==> config.mk <==
export PLATFORM = sky130hd
export DESIGN_NAME = vdma_frame_sched
export DESIGN_NICKNAME = d
export VERILOG_FILES = /design/src/rtl/vdma_sched_pkg.sv /design/src/rtl/vdma_buf_alloc.sv /design/src/rtl/vdma_sched_chk.sv /design/src/rtl/vdma_frame_sched.sv
export SDC_FILE = /design/constraint.sdc
export NUM_CORES = 1
export LEC_CHECK = 0
export BUFFER_PORTS_ARGS = -buffer_cell sky130_fd_sc_hd__buf_2
export CAP_MARGIN = 20
export CELL_PAD_IN_SITES_DETAIL_PLACEMENT = 1
export CELL_PAD_IN_SITES_GLOBAL_PLACEMENT = 2
export CORE_ASPECT_RATIO = 1.25
export CORE_MARGIN = 2
export CORE_UTILIZATION = 32
export DETAILED_ROUTE_END_ITERATION = 12
export PLACE_DENSITY_LB_ADDON = 0.1
export REMOVE_ABC_BUFFERS = 1
export SLEW_MARGIN = 10
export SYNTH_ARGS = -nofsm -noshare
export SYNTH_HDL_FRONTEND = slang
export SYNTH_SLANG_ARGS = --single-unit
==> constraint.sdc <==
create_clock -name aclk -period 2.9 [get_ports aclk]
set_input_delay 0.58 -clock aclk [delete_from_list [all_inputs] [get_ports aclk]]
set_output_delay 0.58 -clock aclk [all_outputs]
set_load 0.05 [all_outputs]
==> src/rtl/vdma_sched_pkg.sv <==
// Shared definitions for the vdma frame-buffer scheduler.
// Contents:
//   buf_state_t   - per-buffer ownership state (FREE/WRITING/READY/READING)
//   sched_state_t - top-level scheduler state
//   buf_addr()    - buffer start address = base + idx*pitch (shift-add)
package vdma_sched_pkg;

  typedef enum logic [1:0] {
    BUF_FREE    = 2'd0,
    BUF_WRITING = 2'd1,
    BUF_READY   = 2'd2,
    BUF_READING = 2'd3
  } buf_state_t;

  typedef enum logic [1:0] {
    ST_IDLE  = 2'd0,
    ST_WAIT1 = 2'd1,
    ST_RUN   = 2'd2,
    ST_DRAIN = 2'd3
  } sched_state_t;

  // Wide enough for any realistic address bus; callers truncate the result,
  // which gives the modulo-2**ADDR_WIDTH wrap for free.
  localparam int ADDR_CALC_W = 64;

  // Shift-add on a 2-bit index avoids a general multiplier.
  function automatic logic [ADDR_CALC_W-1:0] buf_addr(
    input logic [ADDR_CALC_W-1:0] base,
    input logic [ADDR_CALC_W-1:0] pitch,
    input logic [1:0]             idx
  );
    logic [ADDR_CALC_W-1:0] sum;
    case (idx)
      2'd0:    sum = base;
      2'd1:    sum = base + pitch;
      2'd2:    sum = base + (pitch << 1);
      2'd3:    sum = base + (pitch << 1) + pitch;
      default: sum = base;
    endcase
    return sum;
  endfunction

endpackage

==> src/rtl/vdma_buf_alloc.sv <==
// Per-buffer ownership tracker for the frame scheduler.
// Ports:
//   aclk, rst     - clock, async active-low reset
//   clear         - return every buffer to FREE
//   take          - grant accepted: lowest FREE buffer becomes WRITING
//   done          - writer finished its frame (ignored if nothing WRITING)
//   first         - this done is the very first frame: go straight to READING
//   swap          - reader frame boundary while running
//   writing       - some buffer is WRITING
//   any_free      - some buffer is FREE
//   free_idx      - lowest-index FREE buffer
//   rd_next_idx   - buffer that will be READING after this cycle's events
//   drop, rep     - a READY frame was overwritten / the reader repeats a frame
module vdma_buf_alloc
  import vdma_sched_pkg::*;
#(
  parameter int NUM_BUFS = 3,
  parameter int IDX_W    = 2
) (
  input  logic             aclk,
  input  logic             rst,
  input  logic             clear,
  input  logic             take,
  input  logic             done,
  input  logic             first,
  input  logic             swap,
  output logic             writing,
  output logic             any_free,
  output logic [IDX_W-1:0] free_idx,
  output logic [IDX_W-1:0] rd_next_idx,
  output logic             drop,
  output logic             rep
);

  buf_state_t       st_r  [NUM_BUFS];
  buf_state_t       st_nx [NUM_BUFS];
  logic             r_any_s;
  logic             done_ev_s;
  logic [IDX_W-1:0] w_idx_s, r_idx_s, rd_idx_s;

  // Scan the state array; descending loop so the lowest FREE index wins.
  always_comb begin
    writing  = 1'b0;
    r_any_s  = 1'b0;
    any_free = 1'b0;
    w_idx_s  = '0;
    r_idx_s  = '0;
    rd_idx_s = '0;
    free_idx = '0;
    for (int i = NUM_BUFS - 1; i >= 0; i--) begin
      case (st_r[i])
        BUF_FREE:    begin any_free = 1'b1; free_idx = IDX_W'(i); end
        BUF_WRITING: begin writing  = 1'b1; w_idx_s  = IDX_W'(i); end
        BUF_READY:   begin r_any_s  = 1'b1; r_idx_s  = IDX_W'(i); end
        BUF_READING: rd_idx_s = IDX_W'(i);
        default:     rd_idx_s = rd_idx_s;
      endcase
    end
  end

  // Apply grant, write completion and reader boundary; completion goes first
  // so a same-cycle boundary picks up the frame that just finished.
  always_comb begin
    st_nx       = st_r;
    done_ev_s   = done && writing;
    drop        = done_ev_s && !first && r_any_s;
    rep         = swap && !done_ev_s && !r_any_s;
    rd_next_idx = rd_idx_s;
    if (clear) begin
      for (int i = 0; i < NUM_BUFS; i++) st_nx[i] = BUF_FREE;
    end else begin
      if (take && any_free && !writing) st_nx[free_idx] = BUF_WRITING;
      else                              st_nx[free_idx] = st_nx[free_idx];
      if (done_ev_s && first) begin
        st_nx[w_idx_s] = BUF_READING;
        rd_next_idx    = w_idx_s;
      end else if (done_ev_s) begin
        if (r_any_s) st_nx[r_idx_s] = BUF_FREE;
        else         st_nx[r_idx_s] = st_nx[r_idx_s];
        st_nx[w_idx_s] = BUF_READY;
      end else begin
        st_nx[w_idx_s] = st_nx[w_idx_s];
      end
      if (swap && done_ev_s) begin
        st_nx[rd_idx_s] = BUF_FREE;
        st_nx[w_idx_s]  = BUF_READING;
        rd_next_idx     = w_idx_s;
      end else if (swap && r_any_s) begin
        st_nx[rd_idx_s] = BUF_FREE;
        st_nx[r_idx_s]  = BUF_READING;
        rd_next_idx     = r_idx_s;
      end else begin
        rd_next_idx = rd_next_idx;
      end
    end
  end

  // Buffer state register.
  always_ff @(posedge aclk or negedge rst) begin
    if (!rst) begin
      for (int i = 0; i < NUM_BUFS; i++) st_r[i] <= BUF_FREE;
    end else begin
      st_r <= st_nx;
    end
  end

endmodule

==> src/rtl/vdma_sched_chk.sv <==
// Simulation checks for the frame scheduler.
// Ports:
//   aclk, rst - clock, async active-low reset
//   take_req  - a write grant is being requested this cycle
//   any_free  - a FREE buffer exists
module vdma_sched_chk (
  input logic aclk,
  input logic rst,
  input logic take_req,
  input logic any_free
);

  // With three or more buffers and none WRITING, one must always be FREE.
  a_free_on_grant: assert property (@(posedge aclk) disable iff (!rst)
    !(take_req && !any_free));

endmodule

==> src/rtl/vdma_frame_sched.sv <==
// Frame-buffer scheduler between a frame writer and the vdma frame reader.
// Hands FREE buffers to the writer, promotes completed frames, and at every
// reader frame boundary points the reader at the newest completed frame.
// Ports:
//   aclk, rst           - clock, async active-low reset
//   ctrl_*              - run enable, buffer geometry, reader geometry
//   wr_req/wr_grant/wr_addr/wr_done - writer buffer handshake
//   rd_frame_done       - reader finished a frame
//   cfg_*               - reader configuration (changes only at frame edges)
//   stat_*              - current indices and saturating drop/repeat counts
//   busy                - scheduler not idle
module vdma_frame_sched
  import vdma_sched_pkg::*;
#(
  parameter int ADDR_WIDTH   = 32,
  parameter int NUM_BUFS     = 3,
  parameter int IDX_W        = 2,
  parameter int LINE_COUNT   = 12,
  parameter int STRIDE_COUNT = 16,
  parameter int CNT_W        = 16
) (
  input  logic                    aclk,
  input  logic                    rst,
  input  logic                    ctrl_enable,
  input  logic [ADDR_WIDTH-1:0]   ctrl_base_addr,
  input  logic [ADDR_WIDTH-1:0]   ctrl_frame_bytes,
  input  logic [LINE_COUNT-1:0]   ctrl_frame_lines,
  input  logic [STRIDE_COUNT-1:0] ctrl_line_stride,
  input  logic [LINE_COUNT-1:0]   ctrl_line_words,
  input  logic                    wr_req,
  output logic                    wr_grant,
  output logic [ADDR_WIDTH-1:0]   wr_addr,
  input  logic                    wr_done,
  input  logic                    rd_frame_done,
  output logic                    cfg_active,
  output logic [ADDR_WIDTH-1:0]   cfg_frame_addr,
  output logic [LINE_COUNT-1:0]   cfg_frame_lines,
  output logic [STRIDE_COUNT-1:0] cfg_line_stride,
  output logic [LINE_COUNT-1:0]   cfg_line_words,
  output logic [IDX_W-1:0]        stat_rd_idx,
  output logic [IDX_W-1:0]        stat_wr_idx,
  output logic [CNT_W-1:0]        stat_drop_cnt,
  output logic [CNT_W-1:0]        stat_rep_cnt,
  output logic                    busy
);

  sched_state_t            state_r, state_nx;
  logic [ADDR_WIDTH-1:0]   lat_base_r, lat_pitch_r;
  logic [LINE_COUNT-1:0]   lat_lines_r, lat_words_r;
  logic [STRIDE_COUNT-1:0] lat_stride_r;
  logic                    take_req_s, accept_s, first_s, swap_s, clear_s;
  logic                    writing_s, any_free_s, drop_s, rep_s;
  logic [IDX_W-1:0]        free_idx_s, rd_next_s;

  function automatic logic [ADDR_WIDTH-1:0] addr_of(input logic [IDX_W-1:0] idx);
    return ADDR_WIDTH'(buf_addr(ADDR_CALC_W'(lat_base_r), ADDR_CALC_W'(lat_pitch_r), 2'(idx)));
  endfunction

  assign take_req_s = wr_req && !writing_s && (state_r == ST_WAIT1 || state_r == ST_RUN);
  assign accept_s   = take_req_s && any_free_s;
  assign first_s    = (state_r == ST_WAIT1) && wr_done && writing_s;
  assign swap_s     = (state_r == ST_RUN) && rd_frame_done;
  assign clear_s    = (state_r == ST_DRAIN) && (state_nx == ST_IDLE);

  vdma_buf_alloc #(.NUM_BUFS(NUM_BUFS), .IDX_W(IDX_W)) u_alloc (
    .aclk        (aclk),
    .rst         (rst),
    .clear       (clear_s),
    .take        (accept_s),
    .done        (wr_done),
    .first       (first_s),
    .swap        (swap_s),
    .writing     (writing_s),
    .any_free    (any_free_s),
    .free_idx    (free_idx_s),
    .rd_next_idx (rd_next_s),
    .drop        (drop_s),
    .rep         (rep_s)
  );

  vdma_sched_chk u_chk (
    .aclk     (aclk),
    .rst      (rst),
    .take_req (take_req_s),
    .any_free (any_free_s)
  );

  // Scheduler next state; DRAIN waits for the writer and the reader to finish.
  always_comb begin
    state_nx = state_r;
    case (state_r)
      ST_IDLE:  if (ctrl_enable) state_nx = ST_WAIT1; else state_nx = ST_IDLE;
      ST_WAIT1: if (!ctrl_enable) state_nx = ST_DRAIN;
                else if (first_s) state_nx = ST_RUN;
                else state_nx = ST_WAIT1;
      ST_RUN:   if (!ctrl_enable) state_nx = ST_DRAIN; else state_nx = ST_RUN;
      ST_DRAIN: if (!writing_s && !cfg_active) state_nx = ST_IDLE; else state_nx = ST_DRAIN;
      default:  state_nx = ST_IDLE;
    endcase
  end

  // State register and control latch taken when leaving IDLE.
  always_ff @(posedge aclk or negedge rst) begin
    if (!rst) begin
      state_r      <= ST_IDLE;
      lat_base_r   <= '0;
      lat_pitch_r  <= '0;
      lat_lines_r  <= '0;
      lat_stride_r <= '0;
      lat_words_r  <= '0;
    end else begin
      state_r <= state_nx;
      if (state_r == ST_IDLE && ctrl_enable) begin
        lat_base_r   <= ctrl_base_addr;
        lat_pitch_r  <= ctrl_frame_bytes;
        lat_lines_r  <= ctrl_frame_lines;
        lat_stride_r <= ctrl_line_stride;
        lat_words_r  <= ctrl_line_words;
      end
    end
  end

  // Writer/reader interface registers, status and saturating counters.
  always_ff @(posedge aclk or negedge rst) begin
    if (!rst) begin
      wr_grant        <= 1'b0;
      wr_addr         <= '0;
      cfg_active      <= 1'b0;
      cfg_frame_addr  <= '0;
      cfg_frame_lines <= '0;
      cfg_line_stride <= '0;
      cfg_line_words  <= '0;
      stat_rd_idx     <= '0;
      stat_wr_idx     <= '0;
      stat_drop_cnt   <= '0;
      stat_rep_cnt    <= '0;
      busy            <= 1'b0;
    end else begin
      wr_grant <= accept_s;
      busy     <= (state_nx != ST_IDLE);
      if (accept_s) begin
        wr_addr     <= addr_of(free_idx_s);
        stat_wr_idx <= free_idx_s;
      end
      if (first_s || swap_s) begin
        cfg_frame_addr <= addr_of(rd_next_s);
        stat_rd_idx    <= rd_next_s;
      end
      // First frame uses the geometry captured at enable; later frame edges
      // pick up whatever the controller is presenting at that moment.
      if (first_s) begin
        cfg_frame_lines <= lat_lines_r;
        cfg_line_stride <= lat_stride_r;
        cfg_line_words  <= lat_words_r;
      end else if (swap_s) begin
        cfg_frame_lines <= ctrl_frame_lines;
        cfg_line_stride <= ctrl_line_stride;
        cfg_line_words  <= ctrl_line_words;
      end
      if (first_s) cfg_active <= 1'b1;
      else if (state_r == ST_DRAIN && rd_frame_done) cfg_active <= 1'b0;
      if (clear_s) begin
        stat_rd_idx <= '0;
        stat_wr_idx <= '0;
      end
      if (drop_s && stat_drop_cnt != {CNT_W{1'b1}}) stat_drop_cnt <= stat_drop_cnt + CNT_W'(1);
      if (rep_s && stat_rep_cnt != {CNT_W{1'b1}}) stat_rep_cnt <= stat_rep_cnt + CNT_W'(1);
    end
  end

endmodule

==> impl.org <==
** Die
- After floorplanning, the core was sized to cover 45800 um^2.
- The initial utilization of the core area, before any placement, comes to 32.22%.
- In this run the count of I/O pins placed on the die edge is 253.
- Measured along the x axis, the die boundary spans 196.1 um.
- The floorplan step set the die height to 244.1 um.
- The floorplan has 88 rows.
- Full die area :: 47860 um^2

** Critical path
- Sort of element at the start of the critical path :: register
- In this run the worst path has a maximum fanout of 3.
- STA puts the critical path data required time at 3.38 ns.
- Critical path, cell by cell :: ha_2, fa_2, a211oi_2, or3_4, o211ai_1, buf_4, o21ai_4, o311ai_4, a31oi_2, xor2_1, and3_1, o32a_1
- Arrival time worst endpoint :: 3.46 ns
- Path type of the worst setup path :: reg2reg
- STA classifies the critical path endpoint as a register.
- Source of the critical timing path :: lat_pitch_r[0]
- Among all stages on the critical path, the largest delay is contributed by sky130_fd_sc_hd__or3_4.
- For this run, the slowest stage of the critical path takes 0.39 ns.
- Worst r2r src :: lat_pitch_r[0]

** STA
- Final TNS setup :: -0.2934 ns
- For the pin with the worst max-slew slack, the measured transition is approximately 1.1 ns.
- Slew HR :: 26.53%
- For the final database, setup skew stands at 0.01458 ns.
- After layout, the worst path uses 102.7% of the clock period.
- Setup violations remaining at the end of the flow were counted as 6.
- Max frequency :: 335.6 MHz
- PnR worst setup slack :: -0.07934 ns
- Count of final max-slew check failures :: 0
- Minimum clock period after layout :: just under 3 ns
- The number of hold-slack violations in the final timing report came to 0.
- Setup repair after global routing could not meet its margin everywhere.

** Cells and area
- Final-layout fill cell count :: 5193
- After the flow finishes, the layout carries non-filler instances totaling approximately 2500.
- Compared with the post-synthesis result, the final layout area differs by 35.85%.
- Fraction of layout cells with a size suffix above 1 :: 39.20%
- Final cell utilization of the core :: 43.77%
- The net count of the finished layout is between 2000 and 2500.

** Clocking
- CTS tree :: built
- For this design, the sink count on the clock tree is 255.
- Bufs on Longest Clock Path :: 3
- Buffers inserted during clock tree synthesis total 30.
- Clock latency at the later pin of the worst-skew pair :: 0.60 ns
- Maximum level of the CTS H-tree :: 1
- Clock-pin slew was measured on the worst setup and hold paths at roughly 0.06 ns.
- The cell sitting at the root of the clock tree is a sky130_fd_sc_hd__clkbuf_16.

** Routing
- The routed design has 53690 um of wire.
- Detailed-router iteration count before antenna repair :: 6
- Using the TritonRoute via totals, the vias-per-cell ratio works out to 5.284.
- In the routed design, unresolved DRC markers number 0.
- Detailed router's first-iteration violation count :: ~440
- Routed length per placed instance :: 21.22 um
- Post-detailed-route count of antenna-violating nets :: 0
- Routed vias :: 13369

** Placement
- Post-Place Worst Slack :: -0.5449 ns
- Gpl congestion :: 0.8546
- Including well taps, the total number of placed cells is 2455.
- HPWL after detailed placement :: between 30000 and 40000 um
- Buffers placed on the I/O ports in this run total 252.

** Global routing
- The first global-routing pass estimated 82120 um of wire.
- The initial antenna violation count is 1.
- Vias in the first global route :: between 10000 and 15000
- Total GRT Usage :: 21.84%
- The global routing stage identified its most utilized layer as met2.
- Global routing usage on met2 :: 40.04%
- Fraction of met3 tracks used by global routing :: 3.006%
- Entering global routing, the biggest net connects 64 pins.
- Global routing used about 27% of the available met1 tracks.
- The total overflow left after global routing is 0.

** Yosys
- Among all flip-flop cells after synthesis, the most frequent one is sky130_fd_sc_hd__dfrtp_1.
- Of all flip-flops after synthesis, the portion carrying an async set or reset was 100.0%.
- In this run, synthesis inferred 0 flip-flops with an integrated enable.
- Cell type with the largest total area after synthesis :: sky130_fd_sc_hd__dfrtp_1
- Mean instance size in the synthesized netlist :: 9.871 um^2
- Summed over its instances, the top area cell type makes up 43.24% of the synthesized netlist area.
- The synthesized netlist occupies a cell area of between 10000 and 15000 um^2.
- Synth area leaders :: sky130_fd_sc_hd__dfrtp_1, sky130_fd_sc_hd__mux2_2, sky130_fd_sc_hd__ha_1
- Distinct cell type count of the synthesized netlist :: between 70 and 80
- The Yosys step of the flow raised 0 warnings.
- Cells after synthesis :: between 1000 and 1500
- In this run, synthesis produced a sequential element count of 255.
- By instance count, the leading cell after synthesis is sky130_fd_sc_hd__dfrtp_1.
- The share of the Yosys chip area taken by registers is 43.24%.
- By count the netlist is led by sky130_fd_sc_hd__dfrtp_1, sky130_fd_sc_hd__nand2_1, sky130_fd_sc_hd__o21ai_0.

** Min path
- The tightest min-delay check is of the in2reg type.
- Startpoint of the tightest hold check path :: ctrl_base_addr[0]

** Job
- Max-cap violations in this run came to 0.

** Status
- Status :: complete, but fails checks
- The checks that failed: negative setup slack.
## layout make-up
| type | instances | area (um^2) | area share [%] |
|---|---|---|---|
| Inverter | 20 | 77.57 | 0.3870 |
| Clock inverter | 11 | 185.2 | 0.9237 |
| Antenna cell | 1 | 2.502 | 0.01248 |
| Sequential cell | 255 | 6384 | 31.84 |
| Timing Repair Buffer | 469 | 3083 | 15.38 |
| Clock buffer | 42 | 875.8 | 4.369 |
| Multi-Input combinational cell | 1147 | 8707 | 43.43 |
| Tap cell | 585 | 732.0 | 3.651 |
## layer usage
layer  vias up  share of wire [%]
li1       6317                  -
met1      6765                 43
met2       225                 52
met3        62                3.6
met4         0                2.0
met5         -                  0
## critical path: cells and delay by family (launching register included)
kind                     cells  cell delay, ns
AO/OA/AOI/OAI                6            1.13
AND/OR/NAND/NOR              2            0.59
adder cells (fa/ha/maj)      2            0.42
flip-flops                   1            0.37
XOR/XNOR                     1            0.18
buffers and inverters        1            0.17
## flip-flops by register name (all words and copies together), names as in the netlist, 6 cells and up
signal / cells
lat_words_r: 12
cfg_frame_lines: 12
lat_pitch_r: 32
cfg_line_words: 12
cfg_frame_addr: 32
lat_base_r: 32
u_alloc.st_r: 6
cfg_line_stride: 16
lat_lines_r: 12
lat_stride_r: 16
stat_rep_cnt: 16
wr_addr: 32
stat_drop_cnt: 16
## cell usage in the layout, fill, tap and decap left out, drive strengths merged, types with 7 or more instances in the layout
| master | n |
|---|---|
| and3 | 16 |
| a31oi | 20 |
| nand2b | 13 |
| xnor2 | 51 |
| buf | 467 |
| o31ai | 11 |
| or3 | 12 |
| nor2 | 94 |
| nor2b | 11 |
| a222oi | 12 |
| nand4 | 19 |
| xor2 | 28 |
| a21oi | 98 |
| o211ai | 11 |
| o21a | 16 |
| ha | 68 |
| nand3 | 31 |
| nand2 | 182 |
| inv | 20 |
| a211oi | 18 |
| clkbuf | 43 |
| nor3 | 18 |
| a221oi | 17 |
| mux2 | 110 |
| mux2i | 57 |
| a21o | 21 |
| o21bai | 8 |
| dfrtp | 255 |
| a21boi | 7 |
| and2 | 10 |
| o21ai | 122 |
## logic make-up (layout without fill, tap and decap cells)
logic type / after synthesis / count (layout) / synth area share (%)
muxes: 167 / 167 / 12.35
xor gates and xnor gates: 80 / 80 / 4.841
and+or+nand+nor: 428 / 428 / 13.38
other: 0 / 1 / 0
DFF: 255 / 255 / 43.24
adders and majority gates: 70 / 70 / 6.037
buffers and inverters: 93 / 542 / 2.603
AOI/OAI and AO/OA: 402 / 402 / 17.55
## what timing repair did
action	4_1_cts	5_1_grt
hold endpoints to repair	57	0
resized for setup	48	110
pin swaps	27	58
gates cloned	0	2
setup endpoints to repair	41	48
hold buffers	1	0
setup buffers	5	15
## final timing paths
check                                endpoint  slack, ns  cells past startpoint
setup reg to reg                  wr_addr[31]      -0.08                     12
max in group asynchronous  cfg_frame_lines[9]       1.63                      3
min in group asynchronous     lat_pitch_r[20]       0.55                      2
setup / recovery                  wr_addr[31]      -0.08                     12
hold / removal                  lat_base_r[0]       0.21                      2
hold reg to reg                   wr_addr[11]       0.48                      2
## stage by stage
| step | hold slack (ns) | instance area, um^2 |
|---|---|---|
| global route | 0.2002 | 20050 |
| finish | 0.2127 | 20050 |
| detailed placement | 0.4679 | 18120 |
| floorplan | 0.2844 | 14450 |
| global placement | 0.4509 | 18120 |
| CTS | 0.1771 | 19430 |
Power is left out: the tool's default activity adds up to more than one toggle a clock period on the data nets, which glitch-free logic cannot reach.
